--- src/rtl/spi_master_param.sv ---
// Parametrised SPI master: configurable word width, SCLK divider, slave-select count,
// per-word bit order and chip-select hold for bursts. Optional macro: SPI_MASTER_LOOPBACK_EN.
module spi_master_param #(
  parameter int DATA_WIDTH = 8,
  parameter int CLK_DIV    = 50,
  parameter int NUM_SS     = 4,
  parameter int SS_W       = (NUM_SS > 1) ? $clog2(NUM_SS) : 1
) (
  input  logic                  clk,
  input  logic                  rst,
  input  logic                  cpol,
  input  logic                  cpha,
  input  logic                  lsb_first,
  input  logic                  keep_cs,
  input  logic                  cs_release,
  input  logic [SS_W-1:0]       ss_sel,
  input  logic                  start,
  input  logic [DATA_WIDTH-1:0] tx_data,
  output logic [DATA_WIDTH-1:0] rx_data,
  output logic                  done,
  output logic                  ready,
  output logic                  busy,
  output logic                  SCLK,
  output logic                  MOSI,
  input  logic                  MISO,
`ifdef SPI_MASTER_LOOPBACK_EN
  input  logic                  loopback,
`endif
  output logic [NUM_SS-1:0]     SS_N
);

  localparam int CNT_W = $clog2(CLK_DIV);
  localparam int BIT_W = $clog2(DATA_WIDTH);
  localparam logic [CNT_W-1:0] CNT_LAST = CNT_W'(CLK_DIV - 1);
  localparam logic [BIT_W-1:0] BIT_LAST = BIT_W'(DATA_WIDTH - 1);

  typedef enum logic [2:0] {
    S_IDLE,
    S_LEAD,
    S_PH1,
    S_PH2,
    S_HOLD,
    S_TRAIL
  } state_t;

  state_t                  state_q, state_d;
  logic                    cpol_q, cpol_d;
  logic                    cpha_q, cpha_d;
  logic                    lsb_q, lsb_d;
  logic                    keep_q, keep_d;
  logic [SS_W-1:0]         sel_q, sel_d;
  logic [DATA_WIDTH-1:0]   tx_shift_q, tx_shift_d;
  logic [DATA_WIDTH-1:0]   rx_shift_q, rx_shift_d;
  logic [DATA_WIDTH-1:0]   rx_data_q, rx_data_d;
  logic [CNT_W-1:0]        cnt_q, cnt_d;
  logic [BIT_W-1:0]        bit_q, bit_d;
  logic                    done_q, done_d;
  logic                    sclk_q, sclk_d;
  logic [NUM_SS-1:0]       ss_n_q, ss_n_d;
  logic                    phase_end;
  logic                    mosi_w;
  logic                    sin;

  assign mosi_w = lsb_q ? tx_shift_q[0] : tx_shift_q[DATA_WIDTH-1];

`ifdef SPI_MASTER_LOOPBACK_EN
  assign sin = loopback ? mosi_w : MISO;
`else
  assign sin = MISO;
`endif

  assign phase_end = (cnt_q == CNT_LAST);

  always_comb begin
    state_d    = state_q;
    cpol_d     = cpol_q;
    cpha_d     = cpha_q;
    lsb_d      = lsb_q;
    keep_d     = keep_q;
    sel_d      = sel_q;
    tx_shift_d = tx_shift_q;
    rx_shift_d = rx_shift_q;
    rx_data_d  = rx_data_q;
    bit_d      = bit_q;
    done_d     = 1'b0;
    cnt_d      = phase_end ? '0 : cnt_q + CNT_W'(1);

    case (state_q)
      S_IDLE: begin
        cnt_d = '0;
        if (start) begin
          cpol_d     = cpol;
          cpha_d     = cpha;
          lsb_d      = lsb_first;
          keep_d     = keep_cs;
          sel_d      = ss_sel;
          tx_shift_d = tx_data;
          rx_shift_d = '0;
          bit_d      = '0;
          state_d    = S_LEAD;
        end
      end
      S_LEAD: begin
        if (phase_end) state_d = S_PH1;
      end
      S_PH1: begin
        if (phase_end) begin
          rx_shift_d = lsb_q ? {sin, rx_shift_q[DATA_WIDTH-1:1]}
                             : {rx_shift_q[DATA_WIDTH-2:0], sin};
          state_d    = S_PH2;
        end
      end
      S_PH2: begin
        if (phase_end) begin
          if (bit_q != BIT_LAST) begin
            tx_shift_d = lsb_q ? (tx_shift_q >> 1) : (tx_shift_q << 1);
            bit_d      = bit_q + BIT_W'(1);
            state_d    = S_PH1;
          end else begin
            rx_data_d = rx_shift_q;
            done_d    = 1'b1;
            state_d   = keep_q ? S_HOLD : S_TRAIL;
          end
        end
      end
      S_HOLD: begin
        cnt_d = '0;
        // Burst continuation keeps clock mode and target; only word, order and hold change.
        if (start) begin
          lsb_d      = lsb_first;
          keep_d     = keep_cs;
          tx_shift_d = tx_data;
          rx_shift_d = '0;
          bit_d      = '0;
          state_d    = S_PH1;
        end else if (cs_release) begin
          state_d = S_TRAIL;
        end
      end
      S_TRAIL: begin
        if (phase_end) state_d = S_IDLE;
      end
      default: begin
        state_d = S_IDLE;
      end
    endcase

    // Pin outputs are decoded from the next state so they leave the flops glitch-free.
    sclk_d = cpol_d ^ (((state_d == S_PH2) && !cpha_d) || ((state_d == S_PH1) && cpha_d));
    ss_n_d = '1;
    for (int i = 0; i < NUM_SS; i++) begin
      if ((state_d != S_IDLE) && (sel_d == SS_W'(i))) ss_n_d[i] = 1'b0;
    end
  end

  always_ff @(posedge clk) begin
    if (!rst) begin
      state_q    <= S_IDLE;
      cpol_q     <= 1'b0;
      cpha_q     <= 1'b0;
      lsb_q      <= 1'b0;
      keep_q     <= 1'b0;
      sel_q      <= '0;
      tx_shift_q <= '0;
      rx_shift_q <= '0;
      rx_data_q  <= '0;
      cnt_q      <= '0;
      bit_q      <= '0;
      done_q     <= 1'b0;
      sclk_q     <= 1'b0;
      ss_n_q     <= '1;
    end else begin
      state_q    <= state_d;
      cpol_q     <= cpol_d;
      cpha_q     <= cpha_d;
      lsb_q      <= lsb_d;
      keep_q     <= keep_d;
      sel_q      <= sel_d;
      tx_shift_q <= tx_shift_d;
      rx_shift_q <= rx_shift_d;
      rx_data_q  <= rx_data_d;
      cnt_q      <= cnt_d;
      bit_q      <= bit_d;
      done_q     <= done_d;
      sclk_q     <= sclk_d;
      ss_n_q     <= ss_n_d;
    end
  end

  assign rx_data = rx_data_q;
  assign done    = done_q;
  assign ready   = (state_q == S_IDLE) || (state_q == S_HOLD);
  assign busy    = (state_q != S_IDLE);
  assign SCLK    = sclk_q;
  assign MOSI    = mosi_w;
  assign SS_N    = ss_n_q;

endmodule

--- config.mk ---
export PLATFORM = sky130hd
export DESIGN_NAME = spi_master_param
export DESIGN_NICKNAME = d
export VERILOG_FILES = /design/src/rtl/spi_master_param.sv
export SDC_FILE = /design/constraint.sdc
export NUM_CORES = 1
export LEC_CHECK = 0
export ABC_AREA = 0
export CAP_MARGIN = 15
export CELL_PAD_IN_SITES_DETAIL_PLACEMENT = 2
export CELL_PAD_IN_SITES_GLOBAL_PLACEMENT = 2
export CORE_UTILIZATION = 30
export CTS_CLUSTER_SIZE = 12
export DETAILED_ROUTE_END_ITERATION = 10
export PLACE_DENSITY_LB_ADDON = 0.1
export SYNTH_ARGS = -nofsm -noshare
export SYNTH_HDL_FRONTEND = slang
export SYNTH_SLANG_ARGS = --single-unit
--- constraint.sdc ---
create_clock -name clk -period 2.5 [get_ports clk]
set_input_delay 0.5 -clock clk [delete_from_list [all_inputs] [get_ports clk]]
set_output_delay 0.5 -clock clk [all_outputs]
set_load 0.02 [all_outputs]
== Word-level counts from Yosys, hierarchy flattened ==
Cells that the tools add are included.

* Register bits: 48
* Logic and storage cells: 92

* Bitwise logic cells: 3
* Equality and inequality tests: 16
* Add/subtract/negate cells: 2
* Reduce and logical (&&, ||, !) cells: 22
* Mux-type cells: 35

{| class="wikitable"
|+ Operators with widths
! cell !! number
|-
| 2-to-1 mux 8 bit || 7
|-
| 2-to-1 mux 3 bit || 11
|-
| case mux 8 bit (2 select lines) || 2
|-
| case mux 3 bit (6 select lines) || 1
|-
| equality test 3 x 2 -> 1 bit (second input constant) || 4
|-
| 2-to-1 mux 1 bit || 11
|-
| AND reduction 3 bit || 3
|-
| adder 6 x 1 -> 6 bit (second input constant) || 1
|-
| equality test 3 bit (second input constant) || 2
|-
| equality test 6 bit (second input constant) || 1
|-
| logical AND 1 bit || 6
|-
| != test 2 bit (second input constant) || 3
|-
| case mux 3 bit (2 select lines) || 1
|-
| nonzero test 3 bit || 2
|-
| equality test 2 bit (second input constant) || 2
|-
| 2-to-1 mux 2 bit || 2
|-
| AND reduction 4 bit || 1
|-
| nonzero test 2 bit || 2
|-
| OR reduction 4 bit || 1
|-
| adder 3 x 1 -> 3 bit (second input constant) || 1
|-
| equality test 3 x 1 -> 1 bit (second input constant) || 1
|-
| logical NOT 3 bit || 1
|-
| != test 3 bit (second input constant) || 1
|-
| equality test 2 x 1 -> 1 bit (second input constant) || 1
|-
| other kinds (8) || 10
|}

== Depth between registers and ports, before layout ==
Gate-level depths: netlist of the first run.

* Depth in word-level cells: 8
* Gate-level depth with buffers: 9
* Mapped depth without buffers: 8

== Least setup slack after synthesis of the first run ==
Ideal clock, no wire load.

* Kind: input to register
* Start: in start
* End: reg sclk_q (netlist: SCLK)
* Path slack: 0.413 ns
* Path buffers: 1
* Setup time: 0.123 ns
* Stages on the path: 7
* Arrival: 1.964 ns
* Required time: 2.377 ns
* Cell sequence: or3b_1 > buf_6 > nor2_8 > mux2i_1 > or3_1 > a21oi_2 > mux2_1

* Longest elaborated chain between the ends: 6
* Elaborated cells on any way between the ends: 14
* Those cells by class: 2 x eq/ne; 7 x mux; 1 x bitwise; 4 x reduce/logical

{| class="wikitable"
|+ RTL lines
! what !! RTL line !! source
|-
| start, declared || 17 || <nowiki>input logic start,</nowiki>
|-
| 2-to-1 mux 3 bit (tied with other cells) || 129 || <nowiki>if (start) begin</nowiki>
|-
| case mux 3 bit (6 select lines) / 2-to-1 mux 1 bit (equally long branches) || 88 || <nowiki>case (state_q)</nowiki>
|-
| equality test 3 x 2 -> 1 bit / logical NOT 1 bit (equally long branches) || 149 || <nowiki>sclk_d = cpol_d ^ (((state_d == S_PH2) && !cpha_d) || ((state_d == S_PH1) && cpha_d));</nowiki>
|-
| logical AND 1 bit || 149 ||
|-
| logical OR 1 bit || 149 ||
|-
| bitwise XOR 1 bit (*) || 149 ||
|-
| end signal, assigned || 185 || <nowiki>sclk_q <= sclk_d;</nowiki>
|-
| end, declared || 58 || <nowiki>logic sclk_q, sclk_d;</nowiki>
|}

Mark *: on every way between the ends. The rest lies on a longest branch, timed or not.
A chain may end at the register's enable or synchronous reset.

== Final worst setup path of the first run ==
Ends and elaborated chain as after synthesis.

==> results of run 1 <==
## cells by family after synthesis
group,Yosys count
AND/OR/NAND/NOR,85
adder cells (fa/ha/maj),5
AO/OA/AOI/OAI,38
buffers and inverters,20
XOR/XNOR,5
flip-flops,48
multiplexers,30
## cell usage after synthesis, types with 2 or more instances
cell type / n / area (um^2)
a21boi_0: 11 / 82.6
a21oi_1: 2 / 10.0
a2bb2oi_1: 2 / 17.5
a31oi_1: 2 / 12.5
and2_1: 3 / 18.8
buf_2: 2 / 10.0
buf_6: 2 / 22.5
clkbuf_1: 10 / 37.5
dfxtp_1: 48 / 961
ha_1: 5 / 62.6
inv_1: 5 / 18.8
mux2_2: 3 / 33.8
mux2i_1: 26 / 260
nand2_1: 22 / 82.6
nand2b_1: 3 / 18.8
nand3_1: 10 / 50.1
nand3b_1: 2 / 15.0
nor2_1: 12 / 45.0
nor2b_1: 14 / 87.6
nor3_1: 2 / 10.0
o211a_1: 2 / 20.0
o211ai_1: 7 / 52.6
o21ai_0: 2 / 10.0
o2bb2ai_1: 7 / 61.3
or3_1: 6 / 37.5
xnor2_1: 3 / 26.3
xor2_1: 2 / 17.5
## metrics by stage
stage | util | total power (W) | worst slack, ps | cells | hold slack [ps]
floorplan | - | 0.000947 | 413 | 231 | 433
global placement | 0.381 | 0.00104 | -155 | 364 | 449
detailed placement | 0.381 | 0.00105 | -236 | 364 | 465
CTS | 0.395 | 0.00155 | 71.0 | 372 | 480
global route | 0.395 | 0.00160 | 15.2 | 372 | 499
finish | 0.395 | 0.00152 | 80.6 | 372 | 472
## area by class of cell
| type | count | area share |
|---|---|---|
| Clock buffer | 6 | 0.0290 |
| Clock inverter | 2 | 0.00527 |
| Inverter | 5 | 0.00659 |
| Multi-Input combinational cell | 163 | 0.414 |
| Sequential cell | 48 | 0.337 |
| Tap cell | 99 | 0.0435 |
| Timing Repair Buffer | 49 | 0.164 |
## critical path, delay by kind of cell
family	cells	cell delay, ps
and+or+nand+nor	3	940
muxes	2	450
AOI/OAI and AO/OA	1	170
buffers and inverters	1	560
## power by group
part           switching (W)  leakage (nW)  internal, W
logic               0.000108         0.646     0.000113
clock network       0.000274        0.0434     0.000224
registers          0.0000170         0.390     0.000788
## layer usage
metal,up-vias,global-route usage,wire (um)
li1,887,-,-
met4,0,0.0455,64
met2,26,0.276,2730
met1,870,0.198,2560
met3,6,0.0317,154
met5,-,0,0
## registers in the layout (all words and copies together), names as in the netlist, 2 cells and up
signal      flops
sel_q           2
cnt_q           6
tx_shift_q      8
SS_N            4
state_q         3
rx_data         8
rx_shift_q      8
bit_q           3
## how the worst max path moves through the flow
stage          startpoint  slack, ps  depth (start not counted)               to
5_1_grt             start         20                          7  SCLK$_SDFF_PN0_
3_5_place_dp        start       -240                          7  SCLK$_SDFF_PN0_
6_report            start         80                          7  SCLK$_SDFF_PN0_
2_1_floorplan       start        410                          7  SCLK$_SDFF_PN0_
3_3_place_gp        start       -150                          7  SCLK$_SDFF_PN0_
4_1_cts             start         70                          7  SCLK$_SDFF_PN0_
==> results by group, run 1 <==
Status
  – Status: complete, no violations

Global route
  – Largest net degree at the start of global routing: 27
  – Global-route wire length before repair: approximately 9.4 mm
  – All-Layer GR Usage: 0.158
  – Gr ovfl total: 0
  – Initial antenna violation count: 0
  – Vias in the first global route: about 1,900

Clock tree
  – Clock Latency Late Sink: 300 ps
  – CTS Buf Count: 5
  – CTS tree: done
  – PostCTS Resize Cnt: 0
  – Clock sinks: 48
  – Setup Buffers After CTS: 0
  – CTS Buffer Depth: 2
  – Root buffer cell: clkbuf_8
  – Post-CTS Hold Fix Bufs: 0
  – CTS clock-pin slew for the worst setup and hold paths: around 90 ps
  – CTS H-tree lvls: 2

Synthesis
  – Synth Area in Adders: 0.0280
  – #FFs+latches synth: 48
  – Sequential share of the synthesized area: 0.430
  – Mapped Cells: ~230
  – Async set or reset register ratio after synthesis: 0
  – Synth Area per Inst: slightly below 10 um^2
  – Syn Std Cell Area: between 2000 and 2500 um^2
  – Main synth FF type: dfxtp_1
  – Simple-Gate Fraction of Synth Area: 0.210
  – Mux contribution to synthesized area: 0.137
  – Main combinational cell family by area after synthesis: simple AND/OR/NAND/NOR gates
  – Post-synth EDFFs: 0
  – Post-synthesis xor/xnor area fraction: 0.0196
  – Synth Area in Compound Gates: 0.134
  – Ys Warns: 0
  – Synth cell types: between 40 and 50
  – Mapped Nets: around 260

Setup path
  – Crit path capture type: flip-flop
  – Crit-path max FO: 4
  – R2R depth: 7
  – Setup crit start kind: primary input
  – Setup CP Type: primary input to flip-flop
  – Required @ worst endpoint: roughly 2700 ps
  – Reg2Reg Setup Slack: 250 ps
  – CP max-delay cell: clkdlybuf4s50_1
  – R2R Path Start: cnt_q[0]$_SDFF_PP0_
  – Critical Path AT: between 2000 and 3000 ps
  – CP max stage delay: approximately 560 ps
  – Worst r2r dst: SCLK$_SDFF_PN0_
  – CP cell instances: clkdlybuf4s50_1 > or3b_1 > nor2_8 > mux2i_1 > or3_1 > a21oi_2 > mux2_1

Power
  – Leakage: roughly 1.1 nW
  – Peak VDD IR: 0.176 mV
  – Pwr dens: between 500 and 600 nW/um^2

Floorplan
  – Chip height: between 80 and 90 um
  – Row count: 31
  – Initial core utilization: 0.309
  – Die width: 88.3 um
  – Core area: 7210 um^2
  – Total die area: roughly 8000 um^2
  – # IOs: 36

Finish
  – Reg area: approximately 960 um^2
  – Area grow syn2layout: 27.6%
  – Commonest non-fill, non-tap cell in the layout: dfxtp_1
  – Filler cells: slightly above 800
  – Most frequent cells in the layout: dfxtp_1 (48), clkdlybuf4s50_1 (35), mux2i_1 (26)
  – Layout cells sized above 1: 0.110
  – # nets final: approximately 300
  – Diodes inserted: 0
  – Area of the multi-input gates: about 1200 um^2
  – Finished Cell Area: 2850 um^2

Timing
  – Measured slew at the worst slew-check pin: approximately 600 ps
  – FMAX: 413 MHz
  – Crit path time final: 2420 ps
  – RSZ-0062 raised after global routing: no
  – Max Slew Vio Count: 0
  – TNS Setup: 0 ps
  – Final Hold Vio Count: 0
  – Finish-stage setup viols: 0
  – Slew headroom: 0.600
  – Setup Skew: ~6.7 ps
  – Fin crit share: 0.968

Drt
  – DRC violations left: 0
  – DR iter-0 viols: 25
  – Antenna Nets Post-Route: 0
  – Final WL: around 5.5 mm
  – Vias: 1,789
  – Per-cell routed wire length: 14.8 um
  – Vias per cell: ~4.8
  – DRT Pass-1 Iters: 4

Placement
  – Dpl hpwl: about 4.1 mm
  – PortBufs: 35
  – Gpl congestion: around 0.67
  – Placed instance area: around 2800 um^2

Min path
  – Min-delay worst type: flip-flop to flip-flop
  – Worst Hold End: keep_q$_SDFFE_PN0P_
  – Worst hold stages: 2
  – Hold_sp: keep_q$_SDFFE_PN0P_

Flow run
  – Max-cap violations: 0
Power figures use the tool's default switching activity.
==> run 2, diff against run 1 <==
--- a/config.mk
+++ b/config.mk
@@ -8,6 +8,6 @@
 export ABC_AREA = 0
 export CAP_MARGIN = 15
-export CELL_PAD_IN_SITES_DETAIL_PLACEMENT = 2
-export CELL_PAD_IN_SITES_GLOBAL_PLACEMENT = 2
+export CELL_PAD_IN_SITES_DETAIL_PLACEMENT = 0
+export CELL_PAD_IN_SITES_GLOBAL_PLACEMENT = 1
 export CORE_UTILIZATION = 30
 export CTS_CLUSTER_SIZE = 12
==> constraint.sdc (replaced) <==
create_clock -name clk -period 2.5 [get_ports clk]
set_input_delay 0.5 -clock clk [delete_from_list [all_inputs] [get_ports clk]]
set_output_delay 0.5 -clock clk [all_outputs]
set_load 0.005 [all_outputs]
==> results by group, run 2 (same netlist as run 1, synthesis figures left out) <==
Min path
  – Min-delay worst type: flip-flop to flip-flop
  – Hold_sp: keep_q$_SDFFE_PN0P_
  – Worst Hold End: keep_q$_SDFFE_PN0P_
  – Worst hold stages: 2

Drt
  – DRT Pass-1 Iters: 4
  – Vias: 1,687
  – Per-cell routed wire length: roughly 12 um
  – WL met1: approximately 2.3 mm
  – DR iter-0 viols: 46
  – Length of routed met2 wiring: approximately 2.1 mm
  – DRC violations left: 0
  – Antenna Nets Post-Route: 0
  – Met3 WL: ~150 um
  – Final WL: about 4.6 mm
  – Vias per cell: around 4.6
  – DR top layer: met4

Power
  – Cell internal pwr: between 0.001 and 0.0015 W
  – Peak VDD IR: between 0.2 and 0.25 mV
  – Leakage: between 1 and 1.5 nW
  – Pwr dens: 531 nW/um^2
  – Clock power share: 0.332
  – Reg power frac: 0.534
  – Net Switching: 0.000382 W
  – Switching Fraction: 0.254
  – Comb power frac: 0.134

Setup path
  – Required @ worst endpoint: 2700 ps
  – Setup crit start kind: primary input
  – CP cell instances: clkdlybuf4s50_1 > or3b_1 > nor2_8 > mux2i_1 > or3_1 > a21oi_2 > mux2_1
  – CP max-delay cell: clkdlybuf4s50_1
  – Reg2Reg Setup Slack: 330 ps
  – R2R depth: 7
  – Setup CP Type: primary input to flip-flop
  – Worst r2r dst: SCLK$_SDFF_PN0_
  – Crit-path max FO: 4
  – CP max stage delay: 540 ps
  – Crit path capture type: flip-flop
  – Critical Path AT: roughly 2500 ps
  – R2R Path Start: cnt_q[0]$_SDFF_PP0_

Finish
  – Diodes inserted: 0
  – Area grow syn2layout: 27.1%
  – Core Util, Final: 0.393
  – Filler cells: around 760
  – # nets final: between 200 and 300
  – Most frequent cells in the layout: dfxtp_1 (48), clkdlybuf4s50_1 (35), mux2i_1 (26)
  – Area of the multi-input gates: roughly 1200 um^2
  – Fin cells: 369
  – Commonest non-fill, non-tap cell in the layout: dfxtp_1
  – Reg area: roughly 960 um^2
  – Layout cells sized above 1: 0.100
  – Finished Cell Area: approximately 2800 um^2

Timing
  – Final Hold Vio Count: 0
  – Measured slew at the worst slew-check pin: around 560 ps
  – FMAX: approximately 430 MHz
  – Fin crit share: 0.926
  – Crit path time final: 2310 ps
  – Setup Skew: between 8 and 9 ps
  – Finish-stage setup viols: 0
  – Slew headroom: 0.625
  – Max Slew Vio Count: 0
  – RSZ-0062 raised after global routing: no

Placement
  – Placed Cells incl. Taps: roughly 360
  – Placed instance area: 2740 um^2
  – Gpl congestion: roughly 0.67
  – Dpl hpwl: 3.21 mm
  – PortBufs: 35

Floorplan
  – Core area: approximately 7200 um^2
  – Row count: 31
  – Initial core utilization: 0.309
  – Total die area: roughly 7800 um^2
  – Die width: roughly 88 um
  – Chip height: between 80 and 90 um
  – # IOs: 36

Clock tree
  – Clock sinks: 48
  – CTS Buf Count: 5
  – Root buffer cell: clkbuf_8
  – Post-CTS Hold Fix Bufs: 0
  – CTS H-tree lvls: 2
  – CTS clock-pin slew for the worst setup and hold paths: approximately 100 ps
  – CTS Buffer Depth: 2
  – Setup Buffers After CTS: 0
  – Clock Latency Late Sink: 310 ps
  – PostCTS Resize Cnt: 0
  – CTS tree: done

Global route
  – Vias in the first global route: 1,626
  – Largest net degree at the start of global routing: 36
  – Initial antenna violation count: 0
  – Gr ovfl total: 0
  – Global-route wire length before repair: ~7.7 mm
  – All-Layer GR Usage: 0.129

Flow run
  – Max-cap violations: 0

Status
  – Status: complete, no violations
[run 2: cell types whose count changed in the layout (fill, tap and decap cells not counted), sizes merged]
| cell | previous run | this run |
|---|---|---|
| buf | 14 | 11 |
[run 2: worst max-delay path by stage]
stage	start	to	slack (ps)	cells after the start
2_1_floorplan	start	SCLK$_SDFF_PN0_	410	7
4_1_cts	start	SCLK$_SDFF_PN0_	170	7
3_3_place_gp	start	SCLK$_SDFF_PN0_	-150	7
3_5_place_dp	start	SCLK$_SDFF_PN0_	-170	7
5_1_grt	start	SCLK$_SDFF_PN0_	90	7
6_report	start	SCLK$_SDFF_PN0_	190	7
[run 2: power groups by stage]
stage          registers, W  logic, W  clock network [W]
5_1_grt            0.000808  0.000224           0.000551
3_5_place_dp       0.000822  0.000205                  0
4_1_cts            0.000804  0.000206           0.000521
6_report           0.000804  0.000201           0.000501
2_1_floorplan      0.000816  0.000120                  0
3_3_place_gp       0.000823  0.000205                  0
[run 2: critical path: cells and delay by family]
family | cells | cell delay [ps]
compound gates | 1 | 150
mux | 2 | 410
buf+inv | 1 | 540
simple gates | 3 | 910
[run 2: metrics by stage]
stage	total power [W]	setup TNS, ps	setup WS [ps]	hold WS (ps)
after floorplan	0.000936	0	413	433
after global placement	0.00103	-517	-147	449
after detailed placement	0.00103	-596	-165	459
after CTS	0.00153	0	172	476
after global routing	0.00158	0	92.4	503
final	0.00151	0	186	467
[run 2: layout make-up]
cell class              instances  share of cell area
clock buffers                   6              0.0291
clock inverters                 2             0.00529
inverters                       5             0.00661
multi-input cells             163               0.415
flip-flops and latches         48               0.339
well taps                      99              0.0437
repair buffers                 46               0.161
[run 2: routing by layer]
| layer | vias to the layer above | track usage |
|---|---|---|
| met2 | 23 | 0.209 |
| li1 | 880 | - |
| met3 | 7 | 0.0289 |
| met4 | 0 | 0.0528 |
| met5 | - | 0 |
| met1 | 777 | 0.166 |
==> run 3, diff against run 2 <==
CAP_MARGIN = 30   (was 15)
==> results of run 3 <==
Same layout as run 2: the final DEF is identical, and so are final timing and power.
